--- src/rtl/load_store_unit.sv ---
// Load/store unit between a CPU request port and a big-endian word-addressed data memory.
// Handles byte/halfword/word loads with extension and byte/halfword stores via read-modify-write.
module load_store_unit (
  input  logic        clk,
  input  logic        reset,
  input  logic        req,
  input  logic        we,
  input  logic [1:0]  size,
  input  logic        uns,
  input  logic [31:0] addr,
  input  logic [31:0] wdata,
  output logic        ready,
  output logic        done,
  output logic        err,
  output logic [31:0] rdata,
  output logic        memWrite,
  output logic [31:0] address,
  output logic [31:0] writeData,
  input  logic [31:0] readData
);

  typedef enum logic [2:0] {
    IDLE,
    LOAD,
    STORE,
    RMW_RD,
    RMW_WR,
    RESP
  } state_t;

  typedef enum logic [1:0] {
    SZ_BYTE = 2'b00,
    SZ_HALF = 2'b01,
    SZ_WORD = 2'b10,
    SZ_RSVD = 2'b11
  } size_t;

  state_t      state;
  size_t       size_q;
  logic        uns_q;
  logic [1:0]  off_q;
  logic [15:0] wlo_q;
  logic        mw_q;
  logic [31:0] wd_q;

  logic        bad_access;
  size_t       size_in;

  assign size_in    = size_t'(size);
  assign bad_access = (size_in == SZ_RSVD) ||
                      ((size_in == SZ_HALF) && addr[0]) ||
                      ((size_in == SZ_WORD) && (addr[1:0] != 2'b00));

  // Write strobe is killed by reset in the same cycle so an interrupted store never lands.
  assign memWrite  = mw_q & ~reset;
  assign writeData = memWrite ? wd_q : '0;

  function automatic logic [31:0] extract(input logic [31:0] w, input size_t sz,
                                          input logic u, input logic [1:0] off);
    logic [7:0]  b;
    logic [15:0] h;
    logic [31:0] r;
    case (off)
      2'd0:    b = w[31:24];
      2'd1:    b = w[23:16];
      2'd2:    b = w[15:8];
      default: b = w[7:0];
    endcase
    h = off[1] ? w[15:0] : w[31:16];
    case (sz)
      SZ_BYTE: r = {{24{~u & b[7]}}, b};
      SZ_HALF: r = {{16{~u & h[15]}}, h};
      default: r = w;
    endcase
    return r;
  endfunction

  function automatic logic [31:0] merge(input logic [31:0] w, input size_t sz,
                                        input logic [1:0] off, input logic [15:0] d);
    logic [31:0] r;
    r = w;
    if (sz == SZ_BYTE) begin
      case (off)
        2'd0:    r[31:24] = d[7:0];
        2'd1:    r[23:16] = d[7:0];
        2'd2:    r[15:8]  = d[7:0];
        default: r[7:0]   = d[7:0];
      endcase
    end else if (off[1]) begin
      r[15:0] = d;
    end else begin
      r[31:16] = d;
    end
    return r;
  endfunction

  // The merged RMW word is registered at the end of RMW_RD, so RMW_WR drives it straight out.
  always_ff @(posedge clk) begin
    if (reset) begin
      state   <= IDLE;
      ready   <= 1'b1;
      done    <= 1'b0;
      err     <= 1'b0;
      rdata   <= '0;
      mw_q    <= 1'b0;
      wd_q    <= '0;
      address <= '0;
      size_q  <= SZ_BYTE;
      uns_q   <= 1'b0;
      off_q   <= '0;
      wlo_q   <= '0;
    end else begin
      case (state)
        IDLE: begin
          done <= 1'b0;
          if (req) begin
            size_q <= size_in;
            uns_q  <= uns;
            off_q  <= addr[1:0];
            wlo_q  <= wdata[15:0];
            err    <= 1'b0;
            ready  <= 1'b0;
            if (bad_access) begin
              err   <= 1'b1;
              done  <= 1'b1;
              state <= RESP;
            end else if (!we) begin
              address <= {addr[31:2], 2'b00};
              state   <= LOAD;
            end else if (size_in == SZ_WORD) begin
              address <= {addr[31:2], 2'b00};
              mw_q    <= 1'b1;
              wd_q    <= wdata;
              state   <= STORE;
            end else begin
              address <= {addr[31:2], 2'b00};
              state   <= RMW_RD;
            end
          end
        end
        LOAD: begin
          rdata   <= extract(readData, size_q, uns_q, off_q);
          address <= '0;
          done    <= 1'b1;
          state   <= RESP;
        end
        STORE: begin
          mw_q    <= 1'b0;
          wd_q    <= '0;
          address <= '0;
          done    <= 1'b1;
          state   <= RESP;
        end
        RMW_RD: begin
          wd_q  <= merge(readData, size_q, off_q, wlo_q);
          mw_q  <= 1'b1;
          state <= RMW_WR;
        end
        RMW_WR: begin
          mw_q    <= 1'b0;
          wd_q    <= '0;
          address <= '0;
          done    <= 1'b1;
          state   <= RESP;
        end
        RESP: begin
          done  <= 1'b0;
          ready <= 1'b1;
          state <= IDLE;
        end
        default: begin
          mw_q    <= 1'b0;
          wd_q    <= '0;
          address <= '0;
          done    <= 1'b0;
          ready   <= 1'b1;
          state   <= IDLE;
        end
      endcase
    end
  end

endmodule
--- config.mk ---
export PLATFORM = sky130hd
export DESIGN_NAME = load_store_unit
export DESIGN_NICKNAME = d
export VERILOG_FILES = /design/src/rtl/load_store_unit.sv
export SDC_FILE = /design/constraint.sdc
export NUM_CORES = 1
export LEC_CHECK = 0
export BUFFER_PORTS_ARGS = -buffer_cell sky130_fd_sc_hd__buf_2
export CORE_MARGIN = 1.5
export CORE_UTILIZATION = 51
export DETAILED_ROUTE_END_ITERATION = 8
export GPL_TIMING_DRIVEN = 0
export PLACE_DENSITY = 0.8
export SLEW_MARGIN = 15
export SYNTH_ARGS = -nofsm -noshare
export SYNTH_HDL_FRONTEND = slang
export SYNTH_SLANG_ARGS = --single-unit
--- constraint.sdc ---
create_clock -name clk -period 2.2 [get_ports clk]
set_input_delay 0.44 -clock clk [delete_from_list [all_inputs] [get_ports clk]]
set_output_delay 0.44 -clock clk [all_outputs]
set_load 0.05 [all_outputs]
==> flow_summary.yaml, run 1 <==
clock_network:
  cts_setup_buffers: 0
  cts_max_path_buffers: 2
  clock-root-buffer: "clkbuf_16"
  cts_resized: 4
  clock_latency_ps: 420
  htree_levels: 4
  clk_pin_slew_worst_paths_ps: 60
  cts_sinks: 122
  cts_buffers: 17
  cts_tree: "yes"
  ctsHoldBuffers: 0
yosys:
  ys_warn_count: 0
  postSynth.asyncResetShare_pct: 0
  synth_top_area_share_pct: 38.5
  syn_inst: 803
  synth_top_family_by_area: "simple AND/OR/NAND/NOR gates"
  synth_edf_count: 0
  mappedNetlistArea_um2: 6350
  yosysTopAreaCell: "dfxtp_1"
  synth-compound-area-share_pct: 23.3
  synth_area_leaders: "dfxtp_1, nand2_1, a211oi_1"
  avgSynthCellArea_um2: 7.91
  ys_dominant_reg_cell: "dfxtp_1"
  netlist-cell-type-count: 52
  yosys.area_share.adder_pct: 0
  ys_seq_area_share_pct: 38.5
  synthSimpleGateAreaFrac_pct: 24.3
  synth.mux.area_fraction_pct: 7.61
  ys_ff_latch: 122
  yosys.area_share.xor_xnor_pct: 0.138
drt:
  ant_nets: 0
  wl_per_cell_um: 17.7
  dr_total_vias: 6935
  drt_pass1_iterations: 7
  via_per_inst: 5.76
  drt_iter0_drc: 515
  wl_um: 21300
  post-route-drc-count: 0
worst_hold_path:
  min_from: "wdata[2]"
  whs_path_depth: 3
  hold_class: "in -> reg"
placement:
  dp_slack_ps: -19.4
  hpwl_um: 16000
  place_area_um2: 7560
  dp.cells: 1171
  gp_congestion: 0.975
  portBuffers: 199
global_route:
  grt_pass1_vias: 6322
  gr-total-overflow: 0
  grt_pass1_wl_um: 32800
  grt_util_all_layers_pct: 32.5
  grt_max_degree: 17
  antenna_found_initial: 1
flow_run:
  max_cap_viol_count: 0
power_and_ir_drop:
  power_leakage_nw: 3.35
  peakVddDrop_mv: 0.444
  power_density_nw_per_um2: 866
layout:
  final_common_cell: "buf_2"
  mostFrequentLayoutCells: "buf_2, nand2_1, dfxtp_1"
  final_cells: 1205
  drive_above_1_share_pct: 28.6
  num-fill-cells: 1063
  fin_area_um2: 8220
  final_nets: 1125
  area_delta_synth_final_pct: 29.4
timing:
  setup-violations-final: 0
  period_share_pct: 99.7
  hold_viol: 0
  worst_pin_slew_ps: 788
  clock_skew_ps: 6.78
  period_minus_slack_ps: 2190
  rsz0062_at_grt: "true"
  fin_ws_ps: 5.64
  max-slew-margin-rel_pct: 47.1
  drv_slew: 0
  holdWs_ps: 270
  fmax_mhz: 456
floorplanning:
  die_h_um: 115
  core_area_um2: 12100
  dieArea_um2: 13100
  initial_core_util_pct: 52.6
  die_w_um: 115
  num_rows: 40
  boundaryPins: 203
worst_setup_path:
  r2r_start: "state[1]$_SDFFE_PP0P_"
  crit_path_end: "wd_q[5]$_SDFFE_PP0P_"
  critPathMaxFanout: 10
  start_kind: "flip-flop"
  worstPathRequired_ps: 2540
  r2r_slack_ps: 6
  arrival_ps: 2530
  startpoint: "state[1]$_SDFFE_PP0P_"
  endpoint_kind: "flip-flop"
  regToRegEndpoint: "wd_q[5]$_SDFFE_PP0P_"
  path_class: "reg -> reg"
  r2r_cells: 5
outcome:
  status: "completed"
## per-layer routing
layer / global-route usage (%) / vias up / part of all wire, %
li1: - / 3316 / -
met1: 40.3 / 3165 / 41
met2: 52.0 / 387 / 45
met3: 10.1 / 67 / 9.9
met4: 14.1 / 0 / 3.8
met5: 0 / - / 0
## cell usage after synthesis (4+ instances only)
cell      number
a211oi_1      41
a21oi_1       49
a22o_1         7
a22oi_1       15
a311oi_1      24
a31oi_1       42
and2_1        32
and3_1         6
buf_1          4
buf_2         16
buf_4          5
buf_6          5
clkbuf_1      48
dfxtp_1      122
inv_1          5
mux2_2        24
mux2i_1       19
nand2_1      145
nand3_1       31
nor2_1        76
nor4b_1       13
o21ai_0       28
o22ai_1        4
or3b_2         5
## cell families after synthesis
group                     Yosys count
muxes                              44
other                               1
buffers and inverters              83
and+or+nand+nor                   330
AOI/OAI and AO/OA                 222
DFF                               122
xor gates and xnor gates            1
## state kept, by name, indices dropped and copies added (netlist names)
register,cells
err,1
uns_q,1
size_q,2
rdata,32
off_q,2
ready,1
mw_q,1
wd_q,32
done,1
state,3
wlo_q,16
address,30
## worst min-delay path by stage
stage	end	slack, ps
after global routing	wlo_q[0]$_SDFFE_PP0P_	260
after detailed placement	done$_SDFFE_PP0N_	460
after CTS	wlo_q[5]$_SDFFE_PP0P_	260
after floorplan	uns_q$_SDFFE_PP0P_	450
final	wlo_q[2]$_SDFFE_PP0P_	270
after global placement	done$_SDFFE_PP0N_	440
## worst max-delay path: stages (launching register included)
cell      delay (ps)
dfxtp_1          330
buf_2            200
nor3_2           630
clkbuf_1         460
a22oi_1          220
a211oi_1         250
## power breakdown
part           internal (mW)  switching (mW)  total, mW
registers               2.43           0.133       2.57
logic                  0.557            1.20       1.76
clock network           1.81           0.983       2.79
total                   4.80            2.32       7.12
## stage by stage
stage | utilization (%) | setup TNS, ps | power (mW)
floorplan | - | 0 | 3.82
global placement | 62.7 | -186 | 4.31
detailed placement | 62.7 | -60.2 | 4.33
CTS | 67.7 | 0 | 7.10
global route | 68.1 | -797 | 7.39
finish | 68.1 | 0 | 7.12
## area by class of cell
| type | count | area (um2) | share of cell area (%) |
|---|---|---|---|
| Inverter | 5 | 18.8 | 0.228 |
| Buffer | 78 | 375 | 4.57 |
| Antenna cell | 2 | 5.00 | 0.0609 |
| Sequential cell | 122 | 2440 | 29.7 |
| Timing Repair Buffer | 199 | 1040 | 12.7 |
| Tap cell | 168 | 210 | 2.56 |
| Multi-Input combinational cell | 599 | 3530 | 43.0 |
| Clock inverter | 7 | 87.6 | 1.07 |
| Clock buffer | 25 | 505 | 6.15 |
Power figures use the tool's default switching activity.
==> run 2: changes to the inputs <==
--- a/config.mk
+++ b/config.mk
@@ -5,13 +5,13 @@
 export SDC_FILE = /design/constraint.sdc
 export NUM_CORES = 1
 export LEC_CHECK = 0
+export ABC_AREA = 1
 export BUFFER_PORTS_ARGS = -buffer_cell sky130_fd_sc_hd__buf_2
 export CORE_MARGIN = 1.5
-export CORE_UTILIZATION = 51
+export CORE_UTILIZATION = 53
 export DETAILED_ROUTE_END_ITERATION = 8
 export GPL_TIMING_DRIVEN = 0
-export PLACE_DENSITY = 0.8
-export SLEW_MARGIN = 15
+export PLACE_DENSITY = 0.81
 export SYNTH_ARGS = -nofsm -noshare
 export SYNTH_HDL_FRONTEND = slang
 export SYNTH_SLANG_ARGS = --single-unit
==> run 2 against run 1 <==
Compared with the run above:
- non-clock buffer count increased by 1
- total power up 50%
- final cell count grew 33%
- combinational power rose to 2.7 times the previous value
- flip-flop and latch count did not move
- count of clock-buffer cells in the layout down 1
- cell area rose by 7.7%
- largest cell class unchanged
==> flow_summary.yaml, run 2 <==
timing:
  fin_setup_tns_ps: 0
  worst_pin_slew_ps: 764
  clock_skew_ps: 7.28
  hold_viol: 0
  period_share_pct: 95.6
  holdWs_ps: 236
  setup-violations-final: 0
  rsz0062_at_grt: "true"
  drv_slew: 0
  max-slew-margin-rel_pct: 49.1
  period_minus_slack_ps: 2100
  fmax_mhz: 475
  fin_ws_ps: 96.0
worst_setup_path:
  crit_family: "buffers and inverters"
  endpoint_kind: "primary output"
  start_kind: "flip-flop"
  crit_path_top_delay_cell: "clkbuf_1"
  cp.buffers_inverters: 2
  critical-path-max-stage-delay_ps: 390
  critPathMaxFanout: 10
  path_class: "reg -> out"
  arrival_ps: 1660
  crit_chain: "nand2_1 > clkbuf_1 > nor2_1 > buf_2"
  worstPathRequired_ps: 1760
placement:
  portBuffers: 200
  gp_congestion: 1.04
  dp.cells: 1566
  dp_slack_ps: 90.5
  hpwl_um: 18300
yosys:
  mappedNetlistArea_um2: 7020
  synth_area_leaders: "dfxtp_1, nand2_1, nor2_1"
  yosysTopAreaCell: "dfxtp_1"
  ys_seq_area_share_pct: 34.8
  ys_warn_count: 0
  syn_inst: 1193
  netlist-cell-type-count: 27
  ys_ff_latch: 122
  avgSynthCellArea_um2: 5.89
  synth_top_area_share_pct: 34.8
  synth_edf_count: 0
  ys_dominant_reg_cell: "dfxtp_1"
  netlist_top_cells_count: "nand2_1, nor2_1, dfxtp_1"
  postSynth.asyncResetShare_pct: 0
  post-synth-top-count-cell: "nand2_1"
layout:
  num-fill-cells: 1220
  top_regs: "rdata x32, wd_q x32, address x30"
  drive_above_1_share_pct: 19.5
  mostFrequentLayoutCells: "nand2_1, buf_2, nor2_1"
  final_common_cell: "nand2_1"
  final_nets: 1516
  final_cells: 1597
  area_delta_synth_final_pct: 26.0
  antenna_cells: 0
worst_hold_path:
  hold_class: "in -> reg"
global_route:
  grt_max_degree: 17
  grt_pass1_vias: 7681
  antenna_found_initial: 0
  grt_util_all_layers_pct: 34.5
  grt_pass1_wl_um: 38200
  gr-total-overflow: 0
power_and_ir_drop:
  power_density_nw_per_um2: 1200
  peakVddDrop_mv: 0.766
  power_leakage_nw: 4.91
floorplanning:
  core_area_um2: 12800
  die_w_um: 118
  num_rows: 41
  initial_core_util_pct: 55.0
  die_h_um: 118
  boundaryPins: 203
  dieArea_um2: 14000
clock_network:
  cts_max_path_buffers: 2
  cts_tree: "yes"
  clock-root-buffer: "clkbuf_16"
  clk_pin_slew_worst_paths_ps: 60
  clock_latency_ps: 420
  cts_sinks: 122
  htree_levels: 4
  cts_buffers: 17
flow_run:
  max_cap_viol_count: 0
drt:
  post-route-drc-count: 0
  wl_per_cell_um: 15.1
  dr_total_vias: 8390
  drt_pass1_iterations: 8
  ant_nets: 0
  wl_um: 24100
  via_per_inst: 5.25
  drt_iter0_drc: 702
outcome:
  status: "completed"
==> run 2: cell count changes in the layout (fill, tap and decap cells not counted), moves of 20 or more <==
| cell | change |
|---|---|
| inv_1 | +108 |
| nand2_1 | +293 |
| a211oi_1 | -40 |
| and2_1 | -32 |
| buf_2 | +28 |
| a311oi_1 | -24 |
| o21ai_0 | +20 |
| nand3_1 | +55 |
| mux2_2 | -24 |
| nor2_1 | +104 |
| o211ai_1 | +31 |
| a31oi_1 | -33 |
==> run 2: cell type report <==
type	count	area (um2)	share of cell area, %
plain buffers	78	379	4.28
repair buffers	200	1000	11.3
inverters	118	443	5.00
flip-flops and latches	122	2440	27.6
clock buffers	24	492	5.56
multi-input cells	876	3760	42.5
clock inverters	7	114	1.29
well taps	172	215	2.43
==> run 2: power by group <==
part	internal, mW	switching (mW)	total (mW)
Sequential	2.73	0.236	2.97
Clock	1.89	1.00	2.89
Combinational	1.32	3.47	4.78
==> run 2: worst paths after layout <==
check | start | to | slack (ps) | cells past startpoint
hold reg to reg | rdata[3]$_SDFFE_PP0P_ | rdata[3]$_SDFFE_PP0P_ | 460 | 2
setup reg to reg | state[2]$_SDFFE_PP0P_ | rdata[8]$_SDFFE_PP0P_ | 280 | 6
setup / recovery | mw_q$_SDFFE_PP0P_ | writeData[2] | 100 | 4
hold / removal | reset | ready$_SDFFE_PP1P_ | 240 | 2
==> run 2: routing by layer <==
metal  vias to the layer above  global-route usage [%]  share of wire (%)
li1                       4162                       -                  -
met1                      3702                    44.9                 42
met2                       443                    54.0                 44
met3                        83                    9.74                 11
met4                         0                    13.4                3.3
met5                         -                       0                  0
==> run 2: worst reg2reg max path, stage by stage (launching register included) <==
cell and delay [ps]:
dfxtp_1 310, inv_1 130, nand3_1 380, inv_1 260
clkbuf_1 430, o21ai_0 170, a31oi_1 170
==> run 2: kinds of logic (layout without fill, tap and decap cells) <==
logic type / count (synthesis) / after routing / share of synthesized area [%]
AOI/OAI and AO/OA: 161 / 161 / 13.5
and+or+nand+nor: 713 / 713 / 40.0
buffers and inverters: 196 / 427 / 11.7
other: 1 / 2 / 0.0534
DFF: 122 / 122 / 34.8
==> run 2: timing repair <==
action,CTS,global route
gates resized for setup,0,4
hold endpoints to repair,0,0
hold buffers,0,0
setup buffers,0,0
setup endpoints to repair,0,5
==> run 2: stage by stage <==
stage / total power, mW / util, % / cell area (um2)
after floorplan: 6.50 / - / 7030
after global placement: 7.62 / 64.5 / 8240
after detailed placement: 7.68 / 64.5 / 8240
after CTS: 10.6 / 69.3 / 8850
after global routing: 11.3 / 69.3 / 8850
final: 10.6 / 69.3 / 8850
